File: config.mk
export PLATFORM = sky130hd
export DESIGN_NAME = exmem_pipe_stage
export DESIGN_NICKNAME = d
export VERILOG_FILES = /design/src/rtl/core_pipe_pkg.sv /design/src/rtl/pipe_slot.sv /design/src/rtl/exmem_pipe_stage.sv
export SDC_FILE = /design/constraint.sdc
export NUM_CORES = 1
export LEC_CHECK = 0
export ABC_AREA = 0
export CAP_MARGIN = 10
export CELL_PAD_IN_SITES_DETAIL_PLACEMENT = 0
export CELL_PAD_IN_SITES_GLOBAL_PLACEMENT = 1
export CORE_UTILIZATION = 36
export DETAILED_ROUTE_END_ITERATION = 6
export GPL_TIMING_DRIVEN = 0
export PLACE_DENSITY_LB_ADDON = 0.1
export RECOVER_POWER = 50
export SYNTH_ARGS = -nofsm -noshare
export SYNTH_HDL_FRONTEND = slang
export SYNTH_SLANG_ARGS = --single-unit
export TNS_END_PERCENT = 100
File: constraint.sdc
create_clock -name CLK -period 15.05 [get_ports CLK]
set_input_delay 3.7625 -clock CLK [delete_from_list [all_inputs] [get_ports CLK]]
set_output_delay 3.7625 -clock CLK [all_outputs]
set_load 0.02 [all_outputs]
File: src/rtl/core_pipe_pkg.sv
// Shared types for the core pipeline registers: the EX->MEM bundle layout,
// the datapath widths it is built from, and the skid-buffer state encoding.
package core_pipe_pkg;

    localparam int WIDTH      = 32;
    localparam int REG_ADDR_W = 5;
    localparam int RSRC_W     = 2;

    // Control fields first, then datapath fields.
    typedef struct packed {
        logic                  reg_write;
        logic                  mem_write;
        logic                  jump;
        logic                  jump_reg;
        logic                  branch;
        logic [RSRC_W-1:0]     result_src;
        logic [WIDTH-1:0]      alu_result;
        logic [WIDTH-1:0]      write_data;
        logic [WIDTH-1:0]      imm_ext;
        logic [WIDTH-1:0]      pc_plus4;
        logic [REG_ADDR_W-1:0] rd;
    } exmem_bundle_t;

    typedef enum logic [1:0] {
        SKID_EMPTY = 2'd0,
        SKID_ONE   = 2'd1,
        SKID_FULL  = 2'd2
    } skid_state_e;

endpackage

File: src/rtl/pipe_slot.sv
// One enable-load register holding a full EX->MEM bundle, cleared
// asynchronously on reset.
module pipe_slot
    import core_pipe_pkg::*;
(
    input  logic          clk_i,
    input  logic          rst_i,
    input  logic          en_i,
    input  exmem_bundle_t d_i,
    output exmem_bundle_t q_o
);

    exmem_bundle_t slot_q;

    always_ff @(posedge clk_i or posedge rst_i) begin
        if (rst_i) begin
            slot_q <= '0;
        end else if (en_i) begin
            slot_q <= d_i;
        end
    end

    assign q_o = slot_q;

endmodule

File: src/rtl/exmem_pipe_stage.sv
// EX->MEM pipeline stage with valid/ready handshake, flush and saturating stall
// counter. Define EXMEM_SKID_EN to add a skid slot and a registered ReadyE.
module exmem_pipe_stage #(
    // Must match the widths baked into core_pipe_pkg::exmem_bundle_t.
    parameter int WIDTH      = core_pipe_pkg::WIDTH,
    parameter int REG_ADDR_W = core_pipe_pkg::REG_ADDR_W,
    parameter int RSRC_W     = core_pipe_pkg::RSRC_W,
    parameter int CNT_W      = 16
) (
    input  logic                  CLK,
    input  logic                  RST,
    input  logic                  ValidE,
    output logic                  ReadyE,
    input  logic                  FlushM,
    input  logic                  RegWriteE,
    input  logic                  MemWriteE,
    input  logic                  JumpE,
    input  logic                  JumpRegE,
    input  logic                  BranchE,
    input  logic [RSRC_W-1:0]     ResultSrcE,
    input  logic [WIDTH-1:0]      AluResultE,
    input  logic [WIDTH-1:0]      WriteDataE,
    input  logic [WIDTH-1:0]      ImmExtE,
    input  logic [WIDTH-1:0]      PCPlus4E,
    input  logic [REG_ADDR_W-1:0] RdE,
    output logic                  ValidM,
    input  logic                  ReadyM,
    output logic                  RegWriteM,
    output logic                  MemWriteM,
    output logic                  JumpM,
    output logic                  JumpRegM,
    output logic                  BranchM,
    output logic [RSRC_W-1:0]     ResultSrcM,
    output logic [WIDTH-1:0]      AluResultM,
    output logic [WIDTH-1:0]      WriteDataM,
    output logic [WIDTH-1:0]      ImmExtM,
    output logic [WIDTH-1:0]      PCPlus4M,
    output logic [REG_ADDR_W-1:0] RdM,
    output logic [CNT_W-1:0]      StallCnt
);
    import core_pipe_pkg::*;

    localparam logic [CNT_W-1:0] CNT_MAX = '1;

    exmem_bundle_t in_bun;
    exmem_bundle_t main_d;
    exmem_bundle_t main_q;
    logic          main_en;
    logic          up_xfer;
    logic          valid_m;
    logic [CNT_W-1:0] stall_cnt_q;

    assign in_bun = '{
        reg_write:  RegWriteE,
        mem_write:  MemWriteE,
        jump:       JumpE,
        jump_reg:   JumpRegE,
        branch:     BranchE,
        result_src: ResultSrcE,
        alu_result: AluResultE,
        write_data: WriteDataE,
        imm_ext:    ImmExtE,
        pc_plus4:   PCPlus4E,
        rd:         RdE
    };

`ifdef EXMEM_SKID_EN
    skid_state_e   state_q;
    logic          ready_q;
    logic          skid_en;
    exmem_bundle_t skid_q;

    assign ReadyE  = ready_q;
    assign valid_m = (state_q != SKID_EMPTY);
    assign up_xfer = ValidE && ready_q;

    // Skid catches the bundle accepted while main is stalled.
    assign skid_en = !FlushM && up_xfer && (state_q == SKID_ONE) && !ReadyM;
    assign main_en = !FlushM && (((state_q == SKID_EMPTY) && up_xfer)
                              || ((state_q == SKID_ONE) && up_xfer && ReadyM)
                              || ((state_q == SKID_FULL) && ReadyM));
    assign main_d  = (state_q == SKID_FULL) ? skid_q : in_bun;

    pipe_slot u_skid_slot (
        .clk_i (CLK),
        .rst_i (RST),
        .en_i  (skid_en),
        .d_i   (in_bun),
        .q_o   (skid_q)
    );

    always_ff @(posedge CLK or posedge RST) begin
        if (RST) begin
            state_q <= SKID_EMPTY;
            ready_q <= 1'b1;
        end else if (FlushM) begin
            state_q <= SKID_EMPTY;
            ready_q <= 1'b1;
        end else begin
            case (state_q)
                SKID_EMPTY: begin
                    if (up_xfer) begin
                        state_q <= SKID_ONE;
                    end
                end
                SKID_ONE: begin
                    if (up_xfer && !ReadyM) begin
                        state_q <= SKID_FULL;
                        ready_q <= 1'b0;
                    end else if (!up_xfer && ReadyM) begin
                        state_q <= SKID_EMPTY;
                    end
                end
                SKID_FULL: begin
                    if (ReadyM) begin
                        state_q <= SKID_ONE;
                        ready_q <= 1'b1;
                    end
                end
                default: begin
                    state_q <= SKID_EMPTY;
                    ready_q <= 1'b1;
                end
            endcase
        end
    end
`else
    logic valid_q;

    assign ReadyE  = !valid_q || ReadyM;
    assign valid_m = valid_q;
    assign up_xfer = ValidE && ReadyE;
    assign main_en = !FlushM && up_xfer;
    assign main_d  = in_bun;

    always_ff @(posedge CLK or posedge RST) begin
        if (RST) begin
            valid_q <= 1'b0;
        end else if (FlushM) begin
            valid_q <= 1'b0;
        end else if (up_xfer) begin
            valid_q <= 1'b1;
        end else if (ReadyM) begin
            valid_q <= 1'b0;
        end
    end
`endif

    pipe_slot u_main_slot (
        .clk_i (CLK),
        .rst_i (RST),
        .en_i  (main_en),
        .d_i   (main_d),
        .q_o   (main_q)
    );

    always_ff @(posedge CLK or posedge RST) begin
        if (RST) begin
            stall_cnt_q <= '0;
        end else if (valid_m && !ReadyM && (stall_cnt_q != CNT_MAX)) begin
            stall_cnt_q <= stall_cnt_q + 1'b1;
        end
    end

    // A bubble must never write state or redirect the PC.
    assign ValidM     = valid_m;
    assign RegWriteM  = main_q.reg_write & valid_m;
    assign MemWriteM  = main_q.mem_write & valid_m;
    assign JumpM      = main_q.jump      & valid_m;
    assign JumpRegM   = main_q.jump_reg  & valid_m;
    assign BranchM    = main_q.branch    & valid_m;
    assign ResultSrcM = main_q.result_src;
    assign AluResultM = main_q.alu_result;
    assign WriteDataM = main_q.write_data;
    assign ImmExtM    = main_q.imm_ext;
    assign PCPlus4M   = main_q.pc_plus4;
    assign RdM        = main_q.rd;
    assign StallCnt   = stall_cnt_q;

endmodule

Yosys cells after proc, flatten, opt, wreduce, memory -nomap -nowiden

Index checks and enable logic that the tools add are counted.

Flip-flop bits (word level): 157
Input bits: 145
Output and inout bits: 158
Word-level logic and storage cells: 32

$add $sub $neg: 1
Eq/ne operators: 1
Multiplexer cells: 3
Bitwise logic cells: 5
Reduce and logical (&&, ||, !) cells: 9

Operator list:

| cell                                                            | count |
|---|---|
| 16-bit by 1-bit adder with 16-bit output, second input constant | 1 |
| 16-bit != test, second input constant                           | 1 |
| 1-bit AND                                                       | 5 |
| 1-bit logical AND                                               | 4 |
| 1-bit zero test                                                 | 3 |
| 1-bit 2-to-1 mux                                                | 3 |
| 3-bit nonzero test                                              | 1 |
| 1-bit logical OR                                                | 1 |

Depth between registers and ports, before layout

Gate-level depths: netlist of the first run.

Depth in word-level cells: 5
Mapped depth: 6
Depth with buffers taken out: 5

Hierarchy

Synthesis of the first run repeated with hierarchy kept, for this count alone.

Cells, all modules: 381
Area total of the unflattened synthesis: 6557.5 um^2

Modules (own cells, without submodules):

| module           | times used | cells each | area an instance (um^2) |
|---|---|---|---|
| pipe_slot        | 1          | 297        | 5617.9 |
| exmem_pipe_stage | 1          | 84         | 939.7 |

Worst setup path before layout of the first run

OpenSTA, ideal clock, no wires.

Kind: input port to output port
Start: in ReadyM
End: out ReadyE
Data arrival time: 4.075 ns
Required time: 11.288 ns
Slack: 7.213 ns
Cell stages on the path: 3
Buffers on the path: 1
Path through: nor2b_1 -> buf_4 -> inv_2

Longest elaborated chain between the ends: 1

RTL lines:

| item             | line                    | RTL |
|---|---|---|
| start, declared  | exmem_pipe_stage.sv:27  | `input logic ReadyM,` |
| 1-bit logical OR | exmem_pipe_stage.sv:130 | `assign ReadyE = !valid_q \|\| ReadyM;` |
| end, declared    | exmem_pipe_stage.sv:13  | `output logic ReadyE,` |

Every way passes these cells.

==> flow_metrics.env, run 1 <==
export IMPL_rsz0062_at_grt="no"
export IMPL_critPathMaxStageDelay_ps=3610
export IMPL_crit_fanout=95
export IMPL_fin_skew_ps=8.50
export IMPL_crit_required_ps=14370
export IMPL_ys_seq_area_frac=0.555
export IMPL_power_w=0.00142
export IMPL_crit_slowest_cell="clkbuf_1"
export IMPL_rows=50
export IMPL_pwr_share_comb=0.319
export IMPL_p_sw_frac=0.283
export IMPL_areaGrowthSynthToFinish_pct=55.9
export IMPL_max_slew_margin_rel=-2.34
export IMPL_clock_latency_ps=420
export IMPL_ios=303
export IMPL_n_antenna_cell=0
export IMPL_setup_tns_final_ps=0
export IMPL_cts_tree="yes"
export IMPL_endpoint_kind="asynchronous set/reset pin"
export IMPL_antenna_found_initial=0
export IMPL_die_h_um=142
export IMPL_grt_pass1_vias=5082
export IMPL_path_cells="dlygate4sd3_1 -> clkinvlp_2 -> clkbuf_1"
export IMPL_p_sw_w=0.000402
export IMPL_pwr_share_seq=0.376
export IMPL_synth_seq_cells=157
export IMPL_grt_start_max_net_pins=96
export IMPL_first_pass_iters=4
export IMPL_max_freq_ghz=0.0971
export IMPL_hold_slack_ps=485
export IMPL_nets=986
export IMPL_power_density_mw_per_mm2=129
export IMPL_vias=4686
export IMPL_drtAntennaViolNets=0
export IMPL_cts_made_buffers=17
export IMPL_wirelength_mm=17.2
export IMPL_hpwl_mm=13.3
export IMPL_setup_viol=0
export IMPL_clkSinkCount=157
export IMPL_post_cts_setup_buffer_count=0
export IMPL_hold_violations=0
export IMPL_path_clk_slew_ps=60
export IMPL_port_buffers=302
export IMPL_min_path_type="reg -> reg"
export IMPL_viasPerCell=4.21
export IMPL_placedCellCount=1081
export IMPL_synth_cell_types=29
export IMPL_finalCritPeriodShare=0.684
export IMPL_wire_per_inst_um=15.5
export IMPL_drive_gt1_frac=0.347
export IMPL_drt_iter0_markers=65
export IMPL_hold_buffers=0
export IMPL_netlist_area_sq_mm=0.00708
export IMPL_overflow=0
export IMPL_min_period_ps=10290
export IMPL_violations="capacitance limit, slew limit"
export IMPL_drc=0
export IMPL_synth_net_count=664
export IMPL_intPower_w=0.00102
export IMPL_die_x_um=142
export IMPL_clockBufferDepth=2
export IMPL_max_cap_violations=2
export IMPL_cts_resized=0
export IMPL_startpoint_type="input port"
export IMPL_pwr_share_clk=0.305
export IMPL_layout_commonest_cell="clkdlybuf4s50_1"
export IMPL_grt_pass1_wl_mm=26.8
export IMPL_post_route_util=0.580
export IMPL_syn_inst=518
export IMPL_grt_use_total=0.176
export IMPL_p_leak_nw=4.79
export IMPL_critPathKind="in -> async"
export IMPL_start_util=0.372
export IMPL_yosysWarnings=0
export IMPL_status="finished, violations left"
export IMPL_syn_avg_cell_area_sq_um=13.7
export IMPL_max_vdd_ir_drop_v=0.0000788
export IMPL_htreeDepth=4
export IMPL_coreArea_sq_mm=0.0190
export IMPL_crit_arrival_ps=9620
export IMPL_dieArea_sq_mm=0.0202
export IMPL_max_slew_worst_pin_slew_ps=5020
export IMPL_place_congestion=0.758
export IMPL_fin_cells=1113
export IMPL_clock_root_buffer="clkbuf_16"
export IMPL_final_max_slew_viol_count=160
export IMPL_final_cell_mix="238 x clkdlybuf4s50_1, 157 x dfrtp_1, 145 x buf_4, 111 x mux2_2, 64 x dlygate4sd3_1"
==> critical path: cells and delay by family <==
kind	cells	cell delay, ps
buf+inv	3	5740
==> per-layer routing <==
metal | global-route usage | up-vias | share of wire
li1 | - | 2275 | -
met1 | 0.191 | 2201 | 0.38
met2 | 0.306 | 187 | 0.50
met3 | 0.0693 | 23 | 0.096
met4 | 0.0741 | 0 | 0.023
met5 | 0 | - | 0
==> Yosys cell counts (all sizes together) <==
master / n / share of area
dfrtp: 157 / 0.56
buf: 152 / 0.16
mux2: 142 / 0.23
nor2: 8 / 0.0042
xnor2: 8 / 0.0099
and2: 6 / 0.0053
nand3: 6 / 0.0042
nand4: 5 / 0.0053
a21oi: 4 / 0.0028
inv: 4 / 0.0021
nand2: 4 / 0.0021
nor3: 4 / 0.0028
and4: 3 / 0.0037
xor2: 3 / 0.0037
and3: 2 / 0.0018
a31oi: 1 / 0.00088
ha: 1 / 0.0018
mux2i: 1 / 0.0014
nor2b: 1 / 0.00088
nor3b: 1 / 0.0018
nor4: 1 / 0.00088
o2111ai: 1 / 0.0012
o21ai: 1 / 0.00071
or3: 1 / 0.00088
or4b: 1 / 0.0014
==> registers in the layout (all words and copies together), names as in the netlist <==
signal,flops
StallCnt,16
ValidM,1
u_main_slot.q_o,140
==> logic make-up (layout without fill, tap and decap cells) <==
logic type | Yosys count | after routing | share of synthesized area
and+or+nand+nor | 43 | 43 | 0.0354
muxes | 143 | 143 | 0.227
DFF | 157 | 157 | 0.555
buffers and inverters | 156 | 491 | 0.161
xor gates and xnor gates | 11 | 11 | 0.0136
AOI/OAI and AO/OA | 7 | 7 | 0.00566
adders and majority gates | 1 | 1 | 0.00177
==> final cells by class <==
type | instances | area (sq um)
Timing Repair Buffer | 303 | 3030
Multi-Input combinational cell | 205 | 2010
Sequential cell | 157 | 3930
Fill cell | 1606 | 7990
Inverter | 4 | 16.3
Tap cell | 260 | 325
Buffer | 152 | 1120
Clock inverter | 11 | 134
Clock buffer | 21 | 470
==> power by group through the flow <==
stage               sequential [W]  clock (W)  combinational (W)
floorplan                 0.000540          0           0.000261
global placement          0.000539          0           0.000465
detailed placement        0.000543          0           0.000472
CTS                       0.000536   0.000447           0.000474
global route              0.000546   0.000467           0.000483
finish                    0.000536   0.000434           0.000454
==> path summary, 6_finish.rpt <==
path,from,end,slack [ps],cells past startpoint
max in group CLK,ReadyM,ReadyE,5830,5
min in group asynchronous,RST,u_main_slot.q_o[85]$_DFFE_PP0P_,4600,2
min,u_main_slot.q_o[1]$_DFFE_PP0P_,u_main_slot.q_o[1]$_DFFE_PP0P_,480,1
max,RST,u_main_slot.q_o[68]$_DFFE_PP0P_,4760,3
max reg2reg,ValidM$_DFFE_PP0P_,u_main_slot.q_o[45]$_DFFE_PP0P_,12680,6
min reg2reg,u_main_slot.q_o[1]$_DFFE_PP0P_,u_main_slot.q_o[1]$_DFFE_PP0P_,480,1
==> per-stage QoR <==
step           area (sq um)  worst slack [ps]
3_3_place_gp          10400              4790
6_report              11000              4760
2_1_floorplan          7080              7050
4_1_cts               11100              6170
5_1_grt               11000              3270
3_5_place_dp          10500              6180
No activity file was read; power rests on OpenSTA's default activity.
==> run 2: changes to the inputs <==
CORE_UTILIZATION = 33   (was 36)
clock period = 9.5 ns   (was 15.05 ns; I/O delays follow)
==> run 2 against run 1 <==
Net effect: the flow still finishes with violations (capacitance limit, slew limit); critical endpoint is now ReadyE; design area rose by 0.32%; sequential share of layout area shrank 0.11 points; worst setup slack worse by 1700 ps; largest power group unchanged; worst hold slack got worse by 1.6 ps; first-iteration DRC count decreased by 6.2%; power is 59% higher; final cell count grew 1.3%; die area rose by 9.0%; critical path type is now in -> out.
==> flow_metrics.env, run 2 (synthesized netlist as in run 1, its figures left out) <==
export IMPL_cts_made_buffers=17
export IMPL_hpwl_mm=13.4
export IMPL_rows=53
export IMPL_top_usage_layer="met2"
export IMPL_finalCritPeriodShare=0.680
export IMPL_min_from="u_main_slot.q_o[19]$_DFFE_PP0P_"
export IMPL_max_vdd_ir_drop_v=0.000111
export IMPL_n_antenna_cell=0
export IMPL_htreeDepth=4
export IMPL_endpoint_kind="output pin"
export IMPL_max_slew_margin_rel=-1.55
export IMPL_clockBufferDepth=2
export IMPL_min_path_type="reg -> reg"
export IMPL_use_met2=0.279
export IMPL_die_x_um=148
export IMPL_crit_buf_inv=4
export IMPL_grt_start_max_net_pins=84
export IMPL_rr_startpoint="ValidM$_DFFE_PP0P_"
export IMPL_crit_arrival_ps=4090
export IMPL_hold_violations=0
export IMPL_use_met3=0.0647
export IMPL_port_buffers=302
export IMPL_grt_pass1_wl_mm=27.7
export IMPL_drive_gt1_frac=0.346
export IMPL_rsz0062_at_grt="no"
export IMPL_post_cts_setup_buffer_count=0
export IMPL_viasPerCell=4.22
export IMPL_status="finished, violations left"
export IMPL_max_freq_ghz=0.155
export IMPL_max_slew_worst_pin_slew_ps=3800
export IMPL_path_cells="dlygate4sd3_1 -> nor2b_1 -> clkbuf_1 -> inv_1 -> clkdlybuf4s50_1"
export IMPL_layout_commonest_cell="clkdlybuf4s50_1"
export IMPL_clkSinkCount=157
export IMPL_dieArea_sq_mm=0.0220
export IMPL_max_cap_violations=1
export IMPL_clock_latency_ps=420
export IMPL_min_period_ps=6460
export IMPL_final_cell_mix="238 x clkdlybuf4s50_1, 157 x dfrtp_1, 145 x buf_4, 111 x mux2_2, 64 x dlygate4sd3_1"
export IMPL_final_max_slew_viol_count=83
export IMPL_crit_required_ps=7130
export IMPL_grt_pass1_vias=5177
export IMPL_ios=303
export IMPL_first_pass_iters=4
export IMPL_grt_use_met1=0.188
export IMPL_die_h_um=148
export IMPL_hold_buffers=0
export IMPL_power_density_mw_per_mm2=204
export IMPL_cp_top_family="buffers and inverters"
export IMPL_nets=986
export IMPL_clock_root_buffer="clkbuf_16"
export IMPL_startpoint_type="input port"
export IMPL_overflow=0
export IMPL_stdcell_area_sq_mm=0.0111
export IMPL_drt_iter0_markers=61
export IMPL_crit_slowest_cell="clkdlybuf4s50_1"
export IMPL_postPlaceCellArea_sq_mm=0.0105
export IMPL_grt_use_total=0.165
export IMPL_drtAntennaViolNets=0
export IMPL_crit_fanout=9
export IMPL_fin_skew_ps=10.6
export IMPL_start_util=0.337
export IMPL_critPathMaxStageDelay_ps=570
export IMPL_critPathKind="in -> out"
export IMPL_setup_viol=0
export IMPL_path_clk_slew_ps=60
export IMPL_place_congestion=0.792
export IMPL_vias=4753
export IMPL_p_leak_nw=4.80
export IMPL_cts_tree="yes"
export IMPL_violations="capacitance limit, slew limit"
export IMPL_wire_per_inst_um=15.6
export IMPL_setup_tns_final_ps=0
export IMPL_areaGrowthSynthToFinish_pct=56.4
export IMPL_cts_resized=0
export IMPL_antenna_found_initial=0
export IMPL_drc=0
export IMPL_crit_start="ReadyM"
export IMPL_wirelength_mm=17.5
export IMPL_coreArea_sq_mm=0.0210
export IMPL_largest_reg_flops=140
run 2: cell count changes in the layout (fill, tap and decap cells not counted):
cell       previous run  this run
buf_16                0         1
bufinv_16             2         3
clkbuf_8              3         0
run 2: area by class of cell:
cell class                      instances  area [sq um]
Clock inverter                         12           164
Multi-Input combinational cell        205          2010
Fill cell                            1836          9950
Inverter                                4          16.3
Timing Repair Buffer                  303          3050
Sequential cell                       157          3930
Buffer                                152          1120
Clock buffer                           19           433
Tap cell                              275           344
run 2: worst register-to-register path: cells and delay by family (launching register included):
kind	cells	cell delay [ps]
buffers and inverters	3	840
AND/OR/NAND/NOR	2	610
flip-flops	1	440
multiplexers	1	360
run 2: path summary, 6_finish.rpt:
kind / end / slack, ps / depth (start not counted)
worst min register to register: u_main_slot.q_o[19]$_DFFE_PP0P_ / 480 / 1
worst max register to register: u_main_slot.q_o[136]$_DFFE_PP0P_ / 7140 / 6
max in group asynchronous: u_main_slot.q_o[19]$_DFFE_PP0P_ / 4250 / 2
worst max-delay path: ReadyE / 3040 / 5
min in group asynchronous: u_main_slot.q_o[104]$_DFFE_PP0P_ / 3530 / 2
worst min-delay path: u_main_slot.q_o[19]$_DFFE_PP0P_ / 480 / 1
run 2: power breakdown:
group | total (W) | internal, W | switching (W)
logic | 0.000720 | 0.000427 | 0.000293
registers | 0.000848 | 0.000782 | 0.0000659
clock network | 0.000693 | 0.000415 | 0.000278
total | 0.00226 | 0.00162 | 0.000637
run 2: per-stage QoR:
| stage | total power, W | util | hold slack, ps | cells | setup slack [ps] |
|---|---|---|---|---|---|
| after floorplan | 0.00127 | - | 450 | 518 | 2890 |
| after CTS | 0.00231 | 0.527 | 490 | 1127 | 3380 |
| after detailed placement | 0.00161 | 0.499 | 476 | 1096 | 3390 |
| after global routing | 0.00238 | 0.526 | 498 | 1127 | 2910 |
| final | 0.00226 | 0.526 | 483 | 1127 | 3040 |
| after global placement | 0.00159 | 0.497 | 463 | 1095 | 599 |
run 2: layer usage:
metal / routed length (um) / share of wire / up-vias
met5: 0 / 0 / -
met4: 269 / 0.015 / 0
met3: 1660 / 0.095 / 16
met2: 8740 / 0.50 / 188
met1: 6870 / 0.39 / 2283
li1: - / - / 2266
==> run 3: changes to the inputs <==
CORE_UTILIZATION = 30   (was 33)
clock period = 5.7 ns   (was 9.5 ns; I/O delays follow)
==> run 3 against run 2 <==
Net effect: the run still ends with capacitance limit, slew limit left; combinational power grew 67%; sequential power grew 66%; power grew 69%; count of clock-buffer cells in the layout grew 1.
==> flow_metrics.env, run 3 (synthesized netlist as in run 1, its figures left out) <==
export IMPL_grt_use_total=0.152
export IMPL_violations="capacitance limit, slew limit"
export IMPL_crit_fanout=9
export IMPL_coreArea_sq_mm=0.0229
export IMPL_rsz0062_at_grt="no"
export IMPL_clock_root_buffer="clkbuf_16"
export IMPL_power_density_mw_per_mm2=343
export IMPL_cts_made_buffers=17
export IMPL_htreeDepth=4
export IMPL_die_h_um=156
export IMPL_ios=303
export IMPL_layout_commonest_cell="clkdlybuf4s50_1"
export IMPL_nets=986
export IMPL_fillers=2103
export IMPL_largest_reg_flops=140
export IMPL_final_cell_mix="239 x clkdlybuf4s50_1, 157 x dfrtp_1, 145 x buf_4, 111 x mux2_2, 63 x dlygate4sd3_1"
export IMPL_min_path_type="reg -> reg"
export IMPL_multi_input_area_sq_mm=0.00201
export IMPL_setup_viol=0
export IMPL_die_x_um=156
export IMPL_max_slew_margin_rel=-1.04
export IMPL_fin_cells=1166
export IMPL_endpoint_kind="output pin"
export IMPL_final_max_slew_viol_count=78
export IMPL_finalCritPeriodShare=0.798
export IMPL_setup_slack_ps=1150
export IMPL_grt_start_max_net_pins=81
export IMPL_postPlaceCellArea_sq_mm=0.0105
export IMPL_overflow=0
export IMPL_drt_iter0_markers=122
export IMPL_rows=55
export IMPL_hpwl_mm=13.4
export IMPL_crit_arrival_ps=3120
export IMPL_ff_latch_area_sq_mm=0.00393
export IMPL_status="finished, violations left"
export IMPL_viasPerCell=4.09
export IMPL_dieArea_sq_mm=0.0242
export IMPL_grt_pass1_vias=5166
export IMPL_place_congestion=0.754
export IMPL_p_leak_nw=4.82
export IMPL_first_pass_iters=4
export IMPL_cts_tree="yes"
export IMPL_critPathKind="in -> out"
export IMPL_startpoint_type="input port"
export IMPL_cts_resized=0
export IMPL_post_cts_setup_buffer_count=0
export IMPL_max_cap_violations=1
export IMPL_place_worst_setup_slack_ps=1490
export IMPL_max_freq_ghz=0.220
export IMPL_stdcell_area_sq_mm=0.0111
export IMPL_path_clk_slew_ps=60
export IMPL_hold_buffers=0
export IMPL_drtAntennaViolNets=0
export IMPL_max_vdd_ir_drop_v=0.000178
export IMPL_crit_required_ps=4280
export IMPL_antenna_found_initial=1
export IMPL_hold_violations=0
export IMPL_max_slew_worst_pin_slew_ps=3060
export IMPL_clkSinkCount=157
export IMPL_wire_per_inst_um=15.2
export IMPL_drive_gt1_frac=0.345
export IMPL_vias=4773
export IMPL_port_buffers=302
export IMPL_fin_skew_ps=12.6
export IMPL_clockBufferDepth=2
export IMPL_n_antenna_cell=0
export IMPL_drc=0
export IMPL_start_util=0.309
export IMPL_clock_latency_ps=430
export IMPL_wirelength_mm=17.7
export IMPL_placedCellCount=1134
export IMPL_grt_pass1_wl_mm=27.9
export IMPL_areaGrowthSynthToFinish_pct=57.4
export IMPL_min_period_ps=4550
run 3: cell type report:
type	count	area share
flip-flops and latches	157	0.353
well taps	313	0.0352
repair buffers	303	0.274
inverters	4	0.00135
multi-input cells	205	0.180
clock inverters	12	0.0167
clock buffers	20	0.0392
plain buffers	152	0.101
run 3: per-layer routing:
metal	GRT usage	up-vias	wire, um
met5	0	-	13
met4	0.0593	2	395
met3	0.0647	23	1730
met2	0.246	196	8310
met1	0.177	2272	7270
li1	-	2280	-
run 3: where the power goes:
| group | switching, W | internal, W | total (W) |
|---|---|---|---|
| Combinational | 0.000487 | 0.000711 | 0.00120 |
| Sequential | 0.000108 | 0.00130 | 0.00141 |
| Clock | 0.000477 | 0.000739 | 0.00122 |
run 3: worst paths after layout:
check / from / endpoint / slack (ps) / depth (start not counted)
setup / recovery: ReadyM / ReadyE / 1150 / 5
hold / removal: u_main_slot.q_o[137]$_DFFE_PP0P_ / u_main_slot.q_o[137]$_DFFE_PP0P_ / 480 / 1
setup reg to reg: ValidM$_DFFE_PP0P_ / u_main_slot.q_o[41]$_DFFE_PP0P_ / 3350 / 6
hold reg to reg: u_main_slot.q_o[137]$_DFFE_PP0P_ / u_main_slot.q_o[137]$_DFFE_PP0P_ / 480 / 1
max in group asynchronous: RST / StallCnt[5]$_DFFE_PP0P_ / 1500 / 2
min in group asynchronous: RST / u_main_slot.q_o[93]$_DFFE_PP0P_ / 2410 / 2
run 3: worst max-delay path, cell delays in order:
cell and delay, ps:
dlygate4sd3_1 540, nor2b_1 110, clkbuf_1 310, inv_1 160, clkdlybuf4s50_1 580
run 3: per-stage QoR:
stage	hold slack (ps)	setup TNS (ps)	util	total power [W]
after detailed placement	473	0	0.459	0.00268
after CTS	488	0	0.487	0.00392
after global placement	465	-360810	0.458	0.00265
after global routing	500	0	0.486	0.00403
after floorplan	450	0	-	0.00211
final	482	0	0.486	0.00383
